## src/rtl/sync_fifo_param.sv

```systemverilog
// sync_fifo_param: parametrised single-clock FIFO.
// WIDTH x DEPTH storage (any DEPTH >= 2), exact occupancy count,
// registered full/empty/almost_full/almost_empty flags and registered read data.
// Optional sticky overflow/underflow error flags are built only when the
// macro SYNC_FIFO_ERR_EN is defined; otherwise rejected requests are ignored.
//
// Handshake: push is accepted in a cycle iff (push && !full); pop is accepted
// iff (pop && !empty). Both decisions use the flag values registered at the
// start of the cycle, so a full FIFO can pop while it rejects a push, and an
// empty FIFO can accept a push while it rejects a pop. An accepted pop
// presents its word on data_out with a one-cycle data_valid pulse after the
// next rising edge of clk.
module sync_fifo_param #(
  parameter int WIDTH    = 8,
  parameter int DEPTH    = 16,
  parameter int AF_LEVEL = DEPTH - 2,
  parameter int AE_LEVEL = 2,
  parameter int CW       = $clog2(DEPTH + 1)
) (
  input  logic             clk,
  input  logic             reset,
  input  logic             push,
  input  logic [WIDTH-1:0] data_in,
  input  logic             pop,
  output logic [WIDTH-1:0] data_out,
  output logic             data_valid,
  output logic             full,
  output logic             empty,
  output logic             almost_full,
  output logic             almost_empty,
  output logic [CW-1:0]    count
`ifdef SYNC_FIFO_ERR_EN
  ,
  output logic             overflow,
  output logic             underflow
`endif
);

  localparam int PW = (DEPTH > 2) ? $clog2(DEPTH) : 1;
  localparam logic [PW-1:0] PTR_LAST = PW'(DEPTH - 1);
  localparam logic [CW-1:0] CNT_MAX  = CW'(DEPTH);
  localparam logic [CW-1:0] AF_THR   = CW'(AF_LEVEL);
  localparam logic [CW-1:0] AE_THR   = CW'(AE_LEVEL);

  logic [WIDTH-1:0] mem_q [DEPTH];

  logic [PW-1:0]    wp_q, wp_d;
  logic [PW-1:0]    rp_q, rp_d;
  logic [CW-1:0]    count_q, count_d;
  logic [WIDTH-1:0] data_out_q, data_out_d;
  logic             data_valid_q, data_valid_d;
  logic             full_q, full_d;
  logic             empty_q, empty_d;
  logic             af_q, af_d;
  logic             ae_q, ae_d;
  logic             push_ok, pop_ok;

  // Accept decisions, pointer wrap, count update and next-state flags.
  always_comb begin
    push_ok      = push && !full_q;
    pop_ok       = pop && !empty_q;
    wp_d         = wp_q;
    rp_d         = rp_q;
    count_d      = count_q;
    data_out_d   = data_out_q;
    data_valid_d = 1'b0;

    // Pointers wrap by compare so non-power-of-two depths work.
    if (push_ok) begin
      wp_d = (wp_q == PTR_LAST) ? '0 : wp_q + PW'(1);
    end
    if (pop_ok) begin
      rp_d         = (rp_q == PTR_LAST) ? '0 : rp_q + PW'(1);
      data_out_d   = mem_q[rp_q];
      data_valid_d = 1'b1;
    end

    case ({push_ok, pop_ok})
      2'b10:   count_d = count_q + CW'(1);
      2'b01:   count_d = count_q - CW'(1);
      default: count_d = count_q;
    endcase

    // Flags are derived from the next count so they line up with count.
    full_d  = (count_d == CNT_MAX);
    empty_d = (count_d == '0);
    af_d    = (count_d >= AF_THR);
    ae_d    = (count_d <= AE_THR);
  end

  // Control and output registers with synchronous reset.
  always_ff @(posedge clk) begin
    if (reset) begin
      wp_q         <= '0;
      rp_q         <= '0;
      count_q      <= '0;
      data_out_q   <= '0;
      data_valid_q <= 1'b0;
      full_q       <= 1'b0;
      empty_q      <= 1'b1;
      af_q         <= 1'b0;
      ae_q         <= 1'b1;
    end else begin
      wp_q         <= wp_d;
      rp_q         <= rp_d;
      count_q      <= count_d;
      data_out_q   <= data_out_d;
      data_valid_q <= data_valid_d;
      full_q       <= full_d;
      empty_q      <= empty_d;
      af_q         <= af_d;
      ae_q         <= ae_d;
    end
  end

  // Storage write; contents are never cleared, only overwritten.
  always_ff @(posedge clk) begin
    if (!reset && push_ok) begin
      mem_q[wp_q] <= data_in;
    end
  end

  assign data_out     = data_out_q;
  assign data_valid   = data_valid_q;
  assign full         = full_q;
  assign empty        = empty_q;
  assign almost_full  = af_q;
  assign almost_empty = ae_q;
  assign count        = count_q;

`ifdef SYNC_FIFO_ERR_EN
  logic overflow_q, overflow_d;
  logic underflow_q, underflow_d;

  // Sticky error flags: set on a request against a full/empty FIFO.
  always_comb begin
    overflow_d  = overflow_q || (push && full_q);
    underflow_d = underflow_q || (pop && empty_q);
  end

  // Error flag registers, cleared only by reset.
  always_ff @(posedge clk) begin
    if (reset) begin
      overflow_q  <= 1'b0;
      underflow_q <= 1'b0;
    end else begin
      overflow_q  <= overflow_d;
      underflow_q <= underflow_d;
    end
  end

  assign overflow  = overflow_q;
  assign underflow = underflow_q;
`endif

endmodule
```

## config.mk

```make
export PLATFORM = sky130hd
export DESIGN_NAME = sync_fifo_param
export DESIGN_NICKNAME = d
export VERILOG_FILES = /design/src/rtl/sync_fifo_param.sv
export SDC_FILE = /design/constraint.sdc
export NUM_CORES = 1
export LEC_CHECK = 0
export BUFFER_PORTS_ARGS = -buffer_cell sky130_fd_sc_hd__buf_2
export CORE_AREA = 5 5 130 132
export CTS_CLUSTER_SIZE = 10
export DETAILED_ROUTE_END_ITERATION = 16
export DIE_AREA = 0 0 135 137
export HOLD_SLACK_MARGIN = 0.15
export RECOVER_POWER = 100
export SLEW_MARGIN = 25
export SYNTH_ARGS = -nofsm -noshare
export SYNTH_HDL_FRONTEND = slang
export SYNTH_SLANG_ARGS = --single-unit
```

## constraint.sdc

```tcl
create_clock -name clk -period 3.95 [get_ports clk]
set_input_delay 0.395 -clock clk [delete_from_list [all_inputs] [get_ports clk]]
set_output_delay 0.395 -clock clk [all_outputs]
set_load 0.02 [all_outputs]
```

== Yosys cells after proc, flatten, opt, wreduce, memory -nomap -nowiden ==
Memories as Yosys holds them, arrays and structs flattened. A register that Yosys moved wholly into a read port is not among the register bits.
Cells that the tools add are included.

* RAM bits: 128
* Memories: 1
* Flip-flop bits (word level): 18
* Input port bits: 12
* Logic and storage cells: 33
* Output and inout port bits: 18

* Reductions and logical operators: 7
* $add $sub $neg: 4
* Equality and inequality tests: 5
* Multiplexer cells: 6
* Magnitude comparators: 2

{| class="wikitable"
|+ Memory list
! memory !! words !! width !! rd ports !! clocked after memory_dff !! wr ports !! RTL line !! text
|-
| mem_q || 16 || 8 || 1 || 1 || 1 || 45 || <nowiki>logic [WIDTH-1:0] mem_q [DEPTH];</nowiki>
|}

{| class="wikitable"
|+ Operators with widths
! kind !! number
|-
| 5-bit one-hot mux with 2 select lines || 1
|-
| 4-bit by 1-bit adder with 4-bit output, second input constant || 2
|-
| 4-bit equality test, second input constant || 2
|-
| 4-bit 2-to-1 mux || 2
|-
| 5-bit by 1-bit adder with 5-bit output, second input constant || 1
|-
| 5-bit equality test, second input constant || 1
|-
| 5-bit by 4-bit greater-or-equal comparator with 1-bit output, second input constant || 1
|-
| 5-bit by 2-bit less-or-equal comparator with 1-bit output, second input constant || 1
|-
| 5-bit zero test || 1
|-
| 5-bit by 1-bit subtractor with 5-bit output, second input constant || 1
|-
| 1-bit logical AND || 3
|-
| 1-bit zero test || 3
|-
| 1-bit 2-to-1 mux || 3
|-
| 2-bit by 1-bit equality test with 1-bit output, second input constant || 1
|-
| 2-bit equality test, second input constant || 1
|}

== Depth between registers and ports, before layout ==
* Word-level depth: 5
* Mapped depth: 11
* Gate-level depth less buffers: 10

== Worst setup path before layout ==
Ideal clock, no wire load.

* Path kind: flip-flop to flip-flop
* From: register empty_q, in the netlist empty
* To: register af_q, in the netlist almost_full
* Buffers on the path: 2
* Arrival time: 2.189 ns
* Stages on the path, launching flop included: 11
* Period minus slack after synthesis: 2.258 ns
* Required time: 3.881 ns
* Slack: 1.692 ns
* Setup time: 0.069 ns
* Cell sequence: dfxtp_1 -> nand2b_4 -> buf_6 -> clkinv_4 -> ha_1 -> clkbuf_1 -> a21oi_1 -> o211ai_1 -> xor2_1 -> or4_1 -> o21ai_1

* Longest elaborated chain between the ends: 5
* Elaborated cells on any way between the ends: 6
* Classes of those cells: 1 x order compare; 2 x eq/ne; 1 x mux; 2 x reduce/logical

{| class="wikitable"
|+ RTL lines
! what !! RTL line !! text
|-
| start: declaration || 53 || <nowiki>logic empty_q, empty_d;</nowiki>
|-
| start signal: assignment || 110 || <nowiki>empty_q <= empty_d;</nowiki>
|-
| 1-bit zero test (*) || 61 || <nowiki>pop_ok = pop && !empty_q;</nowiki>
|-
| 1-bit logical AND (*) || 61 ||
|-
| 2-bit by 1-bit equality test with 1-bit output / 2-bit equality test (equally long branches) || 78 || <nowiki>case ({push_ok, pop_ok})</nowiki>
|-
| 5-bit one-hot mux with 2 select lines (*) || 78 ||
|-
| 5-bit by 4-bit greater-or-equal comparator with 1-bit output (*) || 87 || <nowiki>af_d = (count_d >= AF_THR);</nowiki>
|-
| end signal: assignment || 101 || <nowiki>af_q <= 1'b0;</nowiki>
|-
| end signal: assignment || 111 || <nowiki>af_q <= af_d;</nowiki>
|-
| end: declaration || 54 || <nowiki>logic af_q, af_d;</nowiki>
|}

Every way passes the cells marked *; elsewhere a longest branch is shown, timed or not.
A chain may end at the register's enable or synchronous reset.

== Worst setup path in the final report ==
* From: register full_q, in the netlist full
* To: register af_q, in the netlist almost_full

* Longest elaborated chain between the ends: 5
* Elaborated cells on any way between the ends: 6
* Classes of those cells: 1 x order compare; 2 x eq/ne; 1 x mux; 2 x reduce/logical

{| class="wikitable"
|+ RTL lines
! what !! RTL line !! text
|-
| start: declaration || 52 || <nowiki>logic full_q, full_d;</nowiki>
|-
| start signal: assignment || 109 || <nowiki>full_q <= full_d;</nowiki>
|-
| 1-bit zero test (*) || 60 || <nowiki>push_ok = push && !full_q;</nowiki>
|-
| 1-bit logical AND (*) || 60 ||
|-
| 2-bit by 1-bit equality test with 1-bit output / 2-bit equality test (equally long branches) || 78 ||
|-
| 5-bit one-hot mux with 2 select lines (*) || 78 ||
|-
| 5-bit by 4-bit greater-or-equal comparator with 1-bit output (*) || 87 ||
|}

Marked as above.

==> impl_results.md <==
- Most common flop cell mapped by yosys: edfxtp_1
- Core area: 15600 sq um
- Final hold slack: 0.436 ns
- Io pins: 30
- Nets@finish: 409
- Clk pin slew, worst setup/hold paths: around 0.060 ns
- Crit-path max FO: 8
- Initial core utilization: 0.392
- CP Cell Sequence: nor2b_1 > clkinvlp_2 > ha_1 > a21oi_1 > o211ai_1 > xor2_1 > or4_1 > o21ai_0
- CP Launch Point: full$_SDFF_PP0_
- Row count: 46
- Max Clk Rate: 327 MHz
- Post-Synthesis Cells: 360
- CP endpoint: almost_full$_SDFF_PP0_
- # hold bufs at CTS: 0
- Synthesized flop and latch total: 154
- Netlist cell types: 43
- Die W: 135 microns
- Final setup fails: 0
- Leak: 2.15 nW
- Setup WS pre-CTS: 1.39 ns
- Fin crit share: 0.775
- Final hold vios: 0
- Final Slew Violations: 0
- Clk_lat worst skew: 0.42 ns
- Synthesized Nets: ~380
- DP HPWL: 7710 microns
- Synth-to-layout area growth: 13.5%
- First-pass GRT wire length: 18800 microns
- Least-Margin Pin Slew: approximately 1.1 ns
- # fillers: approximately 1400
- Buf/Inv on CP: 1
- Drt pass-1 iters: 5
- Setup TNS: 0 ns
- Async S/R FF share, synth: 0
- Global Route Usage Sum: 0.143
- Post-route ant nets: 0
- Die H: 137 microns
- Yosys warns: 0
- Num CTS Buffers: 17
- IO buf count: 29
- # DRC: 0
- Post-synth EDFFs: about 130
- Layout cells sized above 1: 0.169
- Largest net degree at the start of global routing: 37
- Drt wl/cell: 19.7 microns
- Initial antenna violation count: 0
- Vias per cell: 5.15
- CTS tree: yes
- Startpoint types: flip-flop
- Die area: 18500 sq um
- H-tree levels: 4
- Max incr delay on CP: between 0.5 and 0.6 ns
- Worst Path Arrival: 3.40 ns
- Vias in the first global route: roughly 3200
- Final GP Congestion: 0.753
- Worst reg2reg path endpoint: almost_full$_SDFF_PP0_
- CP Capture Type: flip-flop
- Dpl cells: slightly below 600
- CP delay by family, top: simple AND/OR/NAND/NOR gates
- Power Dens Cells: 562 nW/um^2
- CTS root buf: clkbuf_16
- Final WS setup: 0.889 ns
- RSZ-0062 raised after global routing: false
- Worst path depth: 8
- Seq/Total Area, Yosys: 0.713
- Syn avg cell area: 17.0 sq um
- Worst R2R Setup Slack: 0.89 ns
- R2R depth: 8
- Syn Std Cell Area: 6120 sq um
- Period minus WS final: 3.06 ns
- Maximum vdd drop: 317 uV
- Crit path max-delay cell type: nor2b_1
- Critical Path RT: 4.29 ns
- Post-CTS Setup Bufs: 0
- Maxcap violations: 0
- Final Non-Filler Cells: 619
- # diodes: 0
- Wirelength, routed: 12200 microns
- Vias: about 3200
- Rel. slew slack: 0.238
- Worst reg2reg path startpoint: full$_SDFF_PP0_
- Initial drt markers: 280
- Worst Skew: 0.00493 ns
- Setup CP Type: flip-flop to flip-flop
- Cts repair resizes: 0
- Total grt overflow: 0
- Longest Clk Path Bufs: 2
- Clock sink total: 154
- Status: complete, no violations
- Min-delay worst type: primary input to flip-flop
## per-layer routing
layer | track usage | share of wire
met1 | 0.186 | 0.42
met2 | 0.229 | 0.50
met3 | 0.0445 | 0.064
met4 | 0.0504 | 0.012
met5 | 0 | 0
## area by class of cell
type | instances | area [sq um] | area share
clock buffers | 20 | 437 | 0.0629
clock inverters | 12 | 106 | 0.0153
inverters | 4 | 21.3 | 0.00306
multi-input cells | 179 | 1600 | 0.230
flip-flops and latches | 154 | 4360 | 0.628
well taps | 216 | 270 | 0.0389
repair buffers | 34 | 151 | 0.0218
## report_power, final
| part | total (mW) | internal [mW] | switching [mW] |
|---|---|---|---|
| sequential | 1.88 | 1.81 | 0.0669 |
| clock | 1.50 | 0.912 | 0.583 |
| combinational | 0.526 | 0.224 | 0.302 |
## worst min-delay path by stage
| stage | start | end | slack (ns) | cells after the start |
|---|---|---|---|---|
| finish | reset | wp_q[0]$_SDFFE_PP0P_ | 0.44 | 2 |
| global route | reset | data_out[2]$_SDFFE_PP0P_ | 0.44 | 2 |
| CTS | data_in[0] | mem_q[13][0]$_DFFE_PP_ | 0.35 | 1 |
| detailed placement | data_out[6]$_SDFFE_PP0P_ | data_out[6]$_SDFFE_PP0P_ | 0.48 | 2 |
| global placement | data_out[6]$_SDFFE_PP0P_ | data_out[6]$_SDFFE_PP0P_ | 0.47 | 2 |
| floorplan | wp_q[1]$_SDFFE_PP0P_ | wp_q[1]$_SDFFE_PP0P_ | 0.48 | 2 |
## kinds of logic after synthesis
group           synth area share
flops                      0.713
simple gates              0.0575
compound gates            0.0595
mux                        0.121
buf+inv                   0.0243
xor+xnor                  0.0100
fa+ha+maj                 0.0143
## layout by cell type (no fill, tap or decap), types with 6 or more instances in the layout
master | Yosys | routed
a21oi_1 | 28 | 28
a22oi_1 | 16 | 16
clkbuf_1 | 12 | 32
clkbuf_16 | 0 | 17
dfxtp_1 | 26 | 26
edfxtp_1 | 128 | 128
ha_1 | 7 | 7
mux4_2 | 32 | 32
nand2_1 | 17 | 17
nor2_1 | 33 | 33
nor3_1 | 7 | 6
## sequential cells by signal, indices dropped and copies added (netlist names)
name          flops
almost_empty      1
almost_full       1
count             5
data_out          8
data_valid        1
empty             1
full              1
mem_q           128
rp_q              4
wp_q              4
## cell usage after synthesis, types with 2 or more instances
cell      number  area [sq um]
buf_2          3          15.0
a41o_1         2          20.0
o21ai_0        2          10.0
ha_1           7          87.6
buf_1          2          7.51
clkbuf_1      12          45.0
nor2b_1        4          25.0
xor2_1         4          35.0
xnor2_1        3          26.3
nor2_1        33           124
buf_4          3          22.5
a21oi_1       28           140
buf_6          3          33.8
inv_1          2          7.51
nand2b_1       2          12.5
dfxtp_1       26           521
mux4_2        32           721
or4_1          2          15.0
a22oi_1       16           120
nor3_1         7          35.0
o21ai_1        2          10.0
nand2_1       17          63.8
edfxtp_1     128          3840
## worst reg2reg max path, delay by kind of cell (launching register included)
kind            cells  cell delay [ns]
compound gates      3             0.36
xor+xnor            1             0.20
fa+ha+maj           1             0.53
buf+inv             1             0.53
flops               1             0.31
simple gates        2             1.05
## stage by stage
stage	cell area (sq um)	total power, mW	utilization
floorplan	6120	2.32	-
global placement	6460	2.45	0.414
detailed placement	6470	2.46	0.415
CTS	7010	3.95	0.449
global route	6950	4.07	0.445
finish	6950	3.90	0.445
Note: power is estimated with default switching activity, not from simulation.
